[config.mk]
export PLATFORM = sky130hd
export DESIGN_NAME = frame_pixel_streamer
export DESIGN_NICKNAME = d
export VERILOG_FILES = /design/src/rtl/frame_pixel_streamer.sv
export SDC_FILE = /design/constraint.sdc
export NUM_CORES = 1
export LEC_CHECK = 0
export BUFFER_PORTS_ARGS = -buffer_cell sky130_fd_sc_hd__buf_4
export CAP_MARGIN = 10
export CORE_ASPECT_RATIO = 0.9
export CORE_MARGIN = 8
export CORE_UTILIZATION = 45
export DETAILED_ROUTE_END_ITERATION = 6
export HOLD_SLACK_MARGIN = 0.15
export MAX_ROUTING_LAYER = met4
export PLACE_DENSITY = 0.74
export SLEW_MARGIN = 5
export SYNTH_ARGS = -nofsm -noshare
export SYNTH_HDL_FRONTEND = slang
export SYNTH_SLANG_ARGS = --single-unit
[constraint.sdc]
create_clock -name clk -period 2.7 [get_ports clk]
set_clock_uncertainty 0.1 [all_clocks]
set_input_delay 0.54 -clock clk [delete_from_list [all_inputs] [get_ports clk]]
set_output_delay 0.54 -clock clk [all_outputs]
set_load 0.1 [all_outputs]
[src/rtl/frame_pixel_streamer.sv]
// Raster-order pixel source for the Harris detector.
// Reads one greyscale frame from a synchronous byte RAM and streams it with row/frame tags.
module frame_pixel_streamer #(
    parameter int IMG_W   = 640,
    parameter int IMG_H   = 480,
    parameter int H_BLANK = 0,
    parameter int ADDR_W  = 19
) (
    input  logic              clk,
    input  logic              reset,
    input  logic              start,
    input  logic              pause,
    input  logic              abort,
    output logic              mem_rd_en,
    output logic [ADDR_W-1:0] mem_addr,
    input  logic [7:0]        mem_rdata,
    output logic [7:0]        pixel,
    output logic              pixel_valid,
    output logic              sof,
    output logic              eol,
    output logic              eof,
    output logic              busy,
    output logic              done
);

    localparam int CW   = $clog2(IMG_W);
    localparam int RW   = $clog2(IMG_H);
    localparam int HB_W = (H_BLANK > 2) ? $clog2(H_BLANK) : 1;

    localparam logic [CW-1:0]   COL_LAST = CW'(IMG_W - 1);
    localparam logic [RW-1:0]   ROW_LAST = RW'(IMG_H - 1);
    localparam logic [HB_W-1:0] HB_LAST  = HB_W'((H_BLANK > 0) ? H_BLANK - 1 : 0);

    localparam logic [1:0] ST_IDLE   = 2'd0;
    localparam logic [1:0] ST_STREAM = 2'd1;
    localparam logic [1:0] ST_HBLANK = 2'd2;
    localparam logic [1:0] ST_DRAIN  = 2'd3;

    logic [1:0]        r_state;
    logic [1:0]        w_state_nxt;
    logic [CW-1:0]     r_col;
    logic [RW-1:0]     r_row;
    logic [ADDR_W-1:0] r_addr;
    logic [HB_W-1:0]   r_hb_cnt;
    logic              r_busy;
    logic              r_done;

    logic              r_s1_valid;
    logic              r_s1_sof;
    logic              r_s1_eol;
    logic              r_s1_eof;

    logic [7:0]        r_pixel;
    logic              r_pv;
    logic              r_sof;
    logic              r_eol;
    logic              r_eof;

    logic              w_start_ok;
    logic              w_abort;
    logic              w_rd;
    logic              w_col_last;
    logic              w_row_last;
    logic              w_hb_last;
    logic              w_sof_tag;
    logic              w_eof_tag;

    // A start landing on the done pulse is dropped so frames never overlap.
    assign w_start_ok = (r_state == ST_IDLE) && start && !r_done;
    assign w_abort    = abort && (r_state != ST_IDLE);
    assign w_rd       = (r_state == ST_STREAM) && !pause && !abort;

    assign w_col_last = (r_col == COL_LAST);
    assign w_row_last = (r_row == ROW_LAST);
    assign w_hb_last  = (r_hb_cnt == HB_LAST);
    assign w_sof_tag  = (r_col == '0) && (r_row == '0);
    assign w_eof_tag  = w_col_last && w_row_last;

    always_comb begin
        w_state_nxt = r_state;
        case (r_state)
            ST_IDLE: begin
                if (w_start_ok) w_state_nxt = ST_STREAM;
            end
            ST_STREAM: begin
                if (abort) begin
                    w_state_nxt = ST_IDLE;
                end else if (w_rd && w_col_last) begin
                    if (w_row_last)       w_state_nxt = ST_DRAIN;
                    else if (H_BLANK > 0) w_state_nxt = ST_HBLANK;
                end
            end
            ST_HBLANK: begin
                if (abort)          w_state_nxt = ST_IDLE;
                else if (w_hb_last) w_state_nxt = ST_STREAM;
            end
            ST_DRAIN: begin
                if (abort)              w_state_nxt = ST_IDLE;
                else if (r_pv && r_eof) w_state_nxt = ST_IDLE;
            end
            default: w_state_nxt = ST_IDLE;
        endcase
    end

    always_ff @(posedge clk or negedge reset) begin
        if (!reset) begin
            r_state  <= ST_IDLE;
            r_col    <= '0;
            r_row    <= '0;
            r_addr   <= '0;
            r_hb_cnt <= '0;
            r_busy   <= 1'b0;
            r_done   <= 1'b0;
        end else begin
            r_state <= w_state_nxt;
            r_busy  <= (w_state_nxt != ST_IDLE);
            r_done  <= (r_state == ST_DRAIN) && !abort && r_pv && r_eof;

            if (w_start_ok || w_abort) begin
                r_col  <= '0;
                r_row  <= '0;
                r_addr <= '0;
            end else if (w_rd) begin
                if (w_col_last) begin
                    r_col <= '0;
                    r_row <= w_row_last ? '0 : r_row + 1'b1;
                end else begin
                    r_col <= r_col + 1'b1;
                end
                r_addr <= w_eof_tag ? '0 : r_addr + 1'b1;
            end

            // Blanking keeps counting while paused.
            if (r_state != ST_HBLANK) r_hb_cnt <= '0;
            else                      r_hb_cnt <= r_hb_cnt + 1'b1;
        end
    end

    always_ff @(posedge clk or negedge reset) begin
        if (!reset) begin
            r_s1_valid <= 1'b0;
            r_s1_sof   <= 1'b0;
            r_s1_eol   <= 1'b0;
            r_s1_eof   <= 1'b0;
            r_pixel    <= '0;
            r_pv       <= 1'b0;
            r_sof      <= 1'b0;
            r_eol      <= 1'b0;
            r_eof      <= 1'b0;
        end else begin
            r_s1_valid <= w_rd;
            r_s1_sof   <= w_rd && w_sof_tag;
            r_s1_eol   <= w_rd && w_col_last;
            r_s1_eof   <= w_rd && w_eof_tag;

            // Abort flushes the in-flight read; pixel keeps its last value.
            if (w_abort) begin
                r_pv  <= 1'b0;
                r_sof <= 1'b0;
                r_eol <= 1'b0;
                r_eof <= 1'b0;
            end else begin
                r_pv  <= r_s1_valid;
                r_sof <= r_s1_valid && r_s1_sof;
                r_eol <= r_s1_valid && r_s1_eol;
                r_eof <= r_s1_valid && r_s1_eof;
                if (r_s1_valid) r_pixel <= mem_rdata;
            end
        end
    end

    assign mem_rd_en   = w_rd;
    assign mem_addr    = r_addr;
    assign pixel       = r_pixel;
    assign pixel_valid = r_pv;
    assign sof         = r_sof;
    assign eol         = r_eol;
    assign eof         = r_eof;
    assign busy        = r_busy;
    assign done        = r_done;

endmodule
* After elaboration in Yosys (flattened, before gate mapping)
Cells that the tools add are included.
** Storage, ports and cells
- Latch bits :: 0
- Word-level logic and storage cells :: 81
- Flip-flop bits (word level) :: 59
- Output and inout bits :: 34
- Bits in read-only memories :: 0
- Bits in writable memories :: 0
- Input port bits :: 13
- Memories kept :: 0
** Operators by class
- Order comparisons :: 0
- Shifts and indexed selects :: 0
- Eq/ne operators :: 6
- Multipliers :: 0
- Bitwise gates (word level) :: 1
- Reductions and logical operators :: 30
- $add $sub $neg :: 4
- Div/mod/pow operators :: 0
- Multiplexer cells :: 24
** Operators with widths (count)
- $mux W19 :: 3
- $mux W9 :: 4
- $mux W10 :: 3
- $add A19 B1 Y19 const B :: 1
- $logic_and A1 B1 Y1 :: 17
- $mux W2 :: 8
- $add A10 B1 Y10 const B :: 1
- $eq A10 B10 Y1 const B :: 1
- $logic_not A10 Y1 :: 1
- $add A9 B1 Y9 const B :: 1
- $eq A9 B9 Y1 const B :: 1
- $logic_not A9 Y1 :: 1
- $pmux W2 S4 :: 1
- $reduce_bool A2 Y1 :: 4
- $mux W1 :: 5
- $eq A2 B2 Y1 const B :: 2
- $reduce_and A2 Y1 :: 2
- $logic_not A1 Y1 :: 3
- $eq A2 B1 Y1 const B :: 1
- $logic_not A2 Y1 :: 1
- $ne A2 B2 Y1 const B :: 1
- $add A1 B1 Y1 const B :: 1
- $logic_or A1 B1 Y1 :: 1
- $not A1 Y1 :: 1

* Depth between registers and ports, before layout
- Depth in word-level cells :: 8
- Gate-level depth with buffers :: 9
- Depth with buffers taken out :: 6

* Worst setup path before layout
OpenSTA, ideal clock, no wires.
- Kind :: reg-to-reg
- From :: register r_addr[1] (netlist: mem_addr[1])
- To :: register r_addr[18] (netlist: mem_addr[18])
- Path slack :: 0.321 ns
- Arrival time :: 2.157 ns
- Path buffers :: 0
- Library setup time :: 0.122 ns
- Data required time :: 2.478 ns
- Period minus slack after synthesis :: 2.379 ns
- Cell stages (with the launch flop) :: 7
- Cells stage by stage :: dfrtp_1 ha_1 and3_1 nand4_1 nor3_1 xor2_1 a22o_1
** Between the ends
- Longest elaborated chain between the ends :: 4
** RTL lines
- start: declaration :: line 43 : logic [ADDR_W-1:0] r_addr;
- start signal: assignment :: line 130 : r_addr <= w_eof_tag ? '0 : r_addr + 1'b1;
- $add A19 B1 Y19 :: line 130
- $mux W19 :: line 130
- $mux W19 :: line 123 : end else if (w_rd) begin
- $mux W19 :: line 119 : if (w_start_ok || w_abort) begin
Every way passes these cells. The select of a mux whose other input is x is not followed.
A chain may end at the register's enable or synchronous reset.

* Worst setup path in the final report
- From :: register r_state[1]
- To :: output mem_rd_en
** Between the ends
- Longest elaborated chain between the ends :: 3
** RTL lines
- start: declaration :: line 39 : logic [1:0] r_state;
- start signal: assignment :: line 115 : r_state <= w_state_nxt;
- $eq A2 B1 Y1 :: line 71 : assign w_rd = (r_state == ST_STREAM) && !pause && !abort;
- $logic_and A1 B1 Y1 (2 in a row) :: line 71
- end: declaration :: line 14 : output logic mem_rd_en,
Every way passes these cells.

==> reports/qor.yml <==
finish:
  final_area_um2: 3590
  syn2layout_area_growth_pct: 24.6
  antenna_cells: 0
  nets: 353
  final_layout_size_suffix_gt1_share_pct: 25.0
  utilization_pct: 58.3
timing:
  hold_ws_ns: 0.146
  setup-violations-final: 0
  finalMaxSlewViolations: 0
  tightestPinTransition_ns: 0.853
  slew-limit-headroom_pct: 43.2
  hold_violations: 0
  fin_setup_tns_ns: 0
  fmax_ghz: 0.405
  rsz0062_at_grt: "no"
  fin_crit_ns: 2.47
  fin_crit_sh_pct: 91.4
drt:
  via_count: 2330
  ant_nets: 0
  firstDrtPassIters: 4
  routed_via_density: 5.46
  detail_route.wl_per_cell_um: 15.7
  wl_um: 6720
  drc: 0
  drtIter0Drc: 144
die:
  row_count: 27
  io_pins: 47
  core_area_um2: 6150
  die_h_um: 91.9
  initial_utilization_pct: 46.8
  die_x_um: 100
  die_area_um2: 9220
critical_path:
  worstPathArrival_ns: 1.83
  r2r_start: "r_row[0]"
  path_max_fanout: 8
  start_kind: "flop"
  r2r_cells: 7
  rr_endpoint: "mem_addr[16]"
  endpoint_kind: "output pin"
  cp.required_ns: 2.06
  timing_worst_setup_path_type: "flop to output pin"
  r2r_slack_ns: 0.39
synth:
  synth_edf_count: 0
  ys_seq_elements: 59
  yosysTopAreaCell: "dfrtp_1"
  synth_top_flop_cell: "dfrtp_1"
  yosysSeqAreaShare_pct: 51.3
  ys_warn_count: 0
  yosys-top-cells-count: "dfrtp_1, nor2_1, nand3_1"
  syn_nets: 299
  syn_inst: 281
  syn-cell-area_um2: 2880
  ys_types: 46
  synth_async_sr_flop_share_pct: 100
  synthDominantCellAreaShare_pct: 51.3
  yosys-top-cells-area: "dfrtp_1, mux2_2, xor2_1"
  avgSynthCellArea_um2: 10.2
  synth_most_common_cell: "dfrtp_1"
clocking:
  cts_hold_buf: 0
  htreeDepth: 3
  root_buffer: "clkbuf_8"
  cts-buffers-inserted: 9
  cts_resized: 0
  post_cts_buffers: 0
  clk_pin_slew_ns: 0.07
  cts_tree: "built"
  clkSinkCount: 59
  worstSkewPairLatency_ns: 0.34
  clock_path_buffers: 2
grt:
  grt_pass1_wl_um: 11400
  grt_pass1_vias: 2276
  met3_usage_pct: 6.50
  use_met1_pct: 20.5
  grt_max_degree: 60
  grt.overflow.total: 0
  busiest_layer: "met2"
  gr-usage-met2_pct: 22.3
  gr-usage-all-layers_pct: 16.1
  antenna_found_initial: 0
power_and_ir_drop:
  cellPowerDensity_nw_per_um2: 765
  p_leak_nw: 1.64
  ir_worst_vdd_uv: 480
placement:
  placed_area_um2: 3340
  portBuffers: 46
  gp_congestion: 0.838
  hpwl_um: 4660
job:
  drv_cap: 0
outcome:
  outcome: "finished, final reports clean"
min_path:
  hold_path_class: "input port to async pin"
## cell families (layout without fill, tap and decap cells)
family	after synthesis	count (layout)	share of synthesized area, %
flops	59	59	51.3
fa+ha+maj	5	5	2.17
mux	12	12	4.65
compound gates	45	45	9.91
xor+xnor	21	21	6.39
buf+inv	18	77	2.78
simple gates	121	121	22.8
## stage by stage
step | total power, mW | setup WS (ns) | cells
floorplan | 1.58 | 0.321 | 281
global placement | 1.76 | 0.311 | 411
detailed placement | 1.76 | 0.276 | 411
CTS | 2.77 | 0.218 | 427
global route | 2.84 | 0.155 | 427
finish | 2.74 | 0.232 | 427
## cell type report
| cell class | count | area [um2] |
|---|---|---|
| Timing Repair Buffer | 52 | 390 |
| Tap cell | 87 | 109 |
| Multi-Input combinational cell | 204 | 1320 |
| Clock inverter | 6 | 113 |
| Inverter | 9 | 38.8 |
| Sequential cell | 59 | 1480 |
| Fill cell | 527 | 2560 |
| Clock buffer | 10 | 138 |
## how the worst max path moves through the flow
stage / end / startpoint / depth (start not counted) / slack, ns
finish: mem_rd_en / r_state[1] / 3 / 0.23
global route: mem_rd_en / r_state[1] / 3 / 0.15
CTS: mem_rd_en / r_state[1] / 3 / 0.22
detailed placement: r_row[7] / abort / 7 / 0.28
global placement: r_row[7] / abort / 7 / 0.31
floorplan: mem_addr[18] / mem_addr[1] / 6 / 0.32
## registers in the layout, indices dropped and copies added (netlist names), 2 cells and up
register,cells
mem_addr,19
r_col,10
r_row,9
pixel,8
r_state,2
## layout by cell type (no fill, tap or decap), drive strengths merged, types with 2 or more instances in the layout
master / n
mux2: 11
and3: 8
or2: 2
ha: 5
a21oi: 14
nor2: 30
xor2: 13
a31oi: 2
nand2: 17
or3: 6
xnor2: 8
or4: 2
a21boi: 2
dfrtp: 59
bufinv: 3
o21ai: 11
nor3: 9
nand3: 18
o22ai: 3
and4: 5
a22o: 6
clkbuf: 10
inv: 8
or4b: 2
clkinv: 4
nor2b: 2
nand4: 11
nor3b: 2
buf: 52
nor4: 4
## critical path, cell delays in order (launching register included)
cell and delay, ns:
dfrtp_1 0.44, or4b_1 0.63, clkinv_4 0.11, buf_4 0.30
## layer usage
metal  vias to the layer above  wire length (um)
met1                      1168              3170
met3                         6               390
met5                         -                 0
met4                         0                79
met2                        38              3070
li1                       1118                 -
## power by group
group          switching [mW]  leakage (nW)  internal [mW]
Sequential             0.0428         0.798          0.948
Combinational           0.585         0.715          0.167
Clock                   0.362         0.126          0.639
Total                   0.990          1.64           1.75
(Power assumes the default switching activity.)
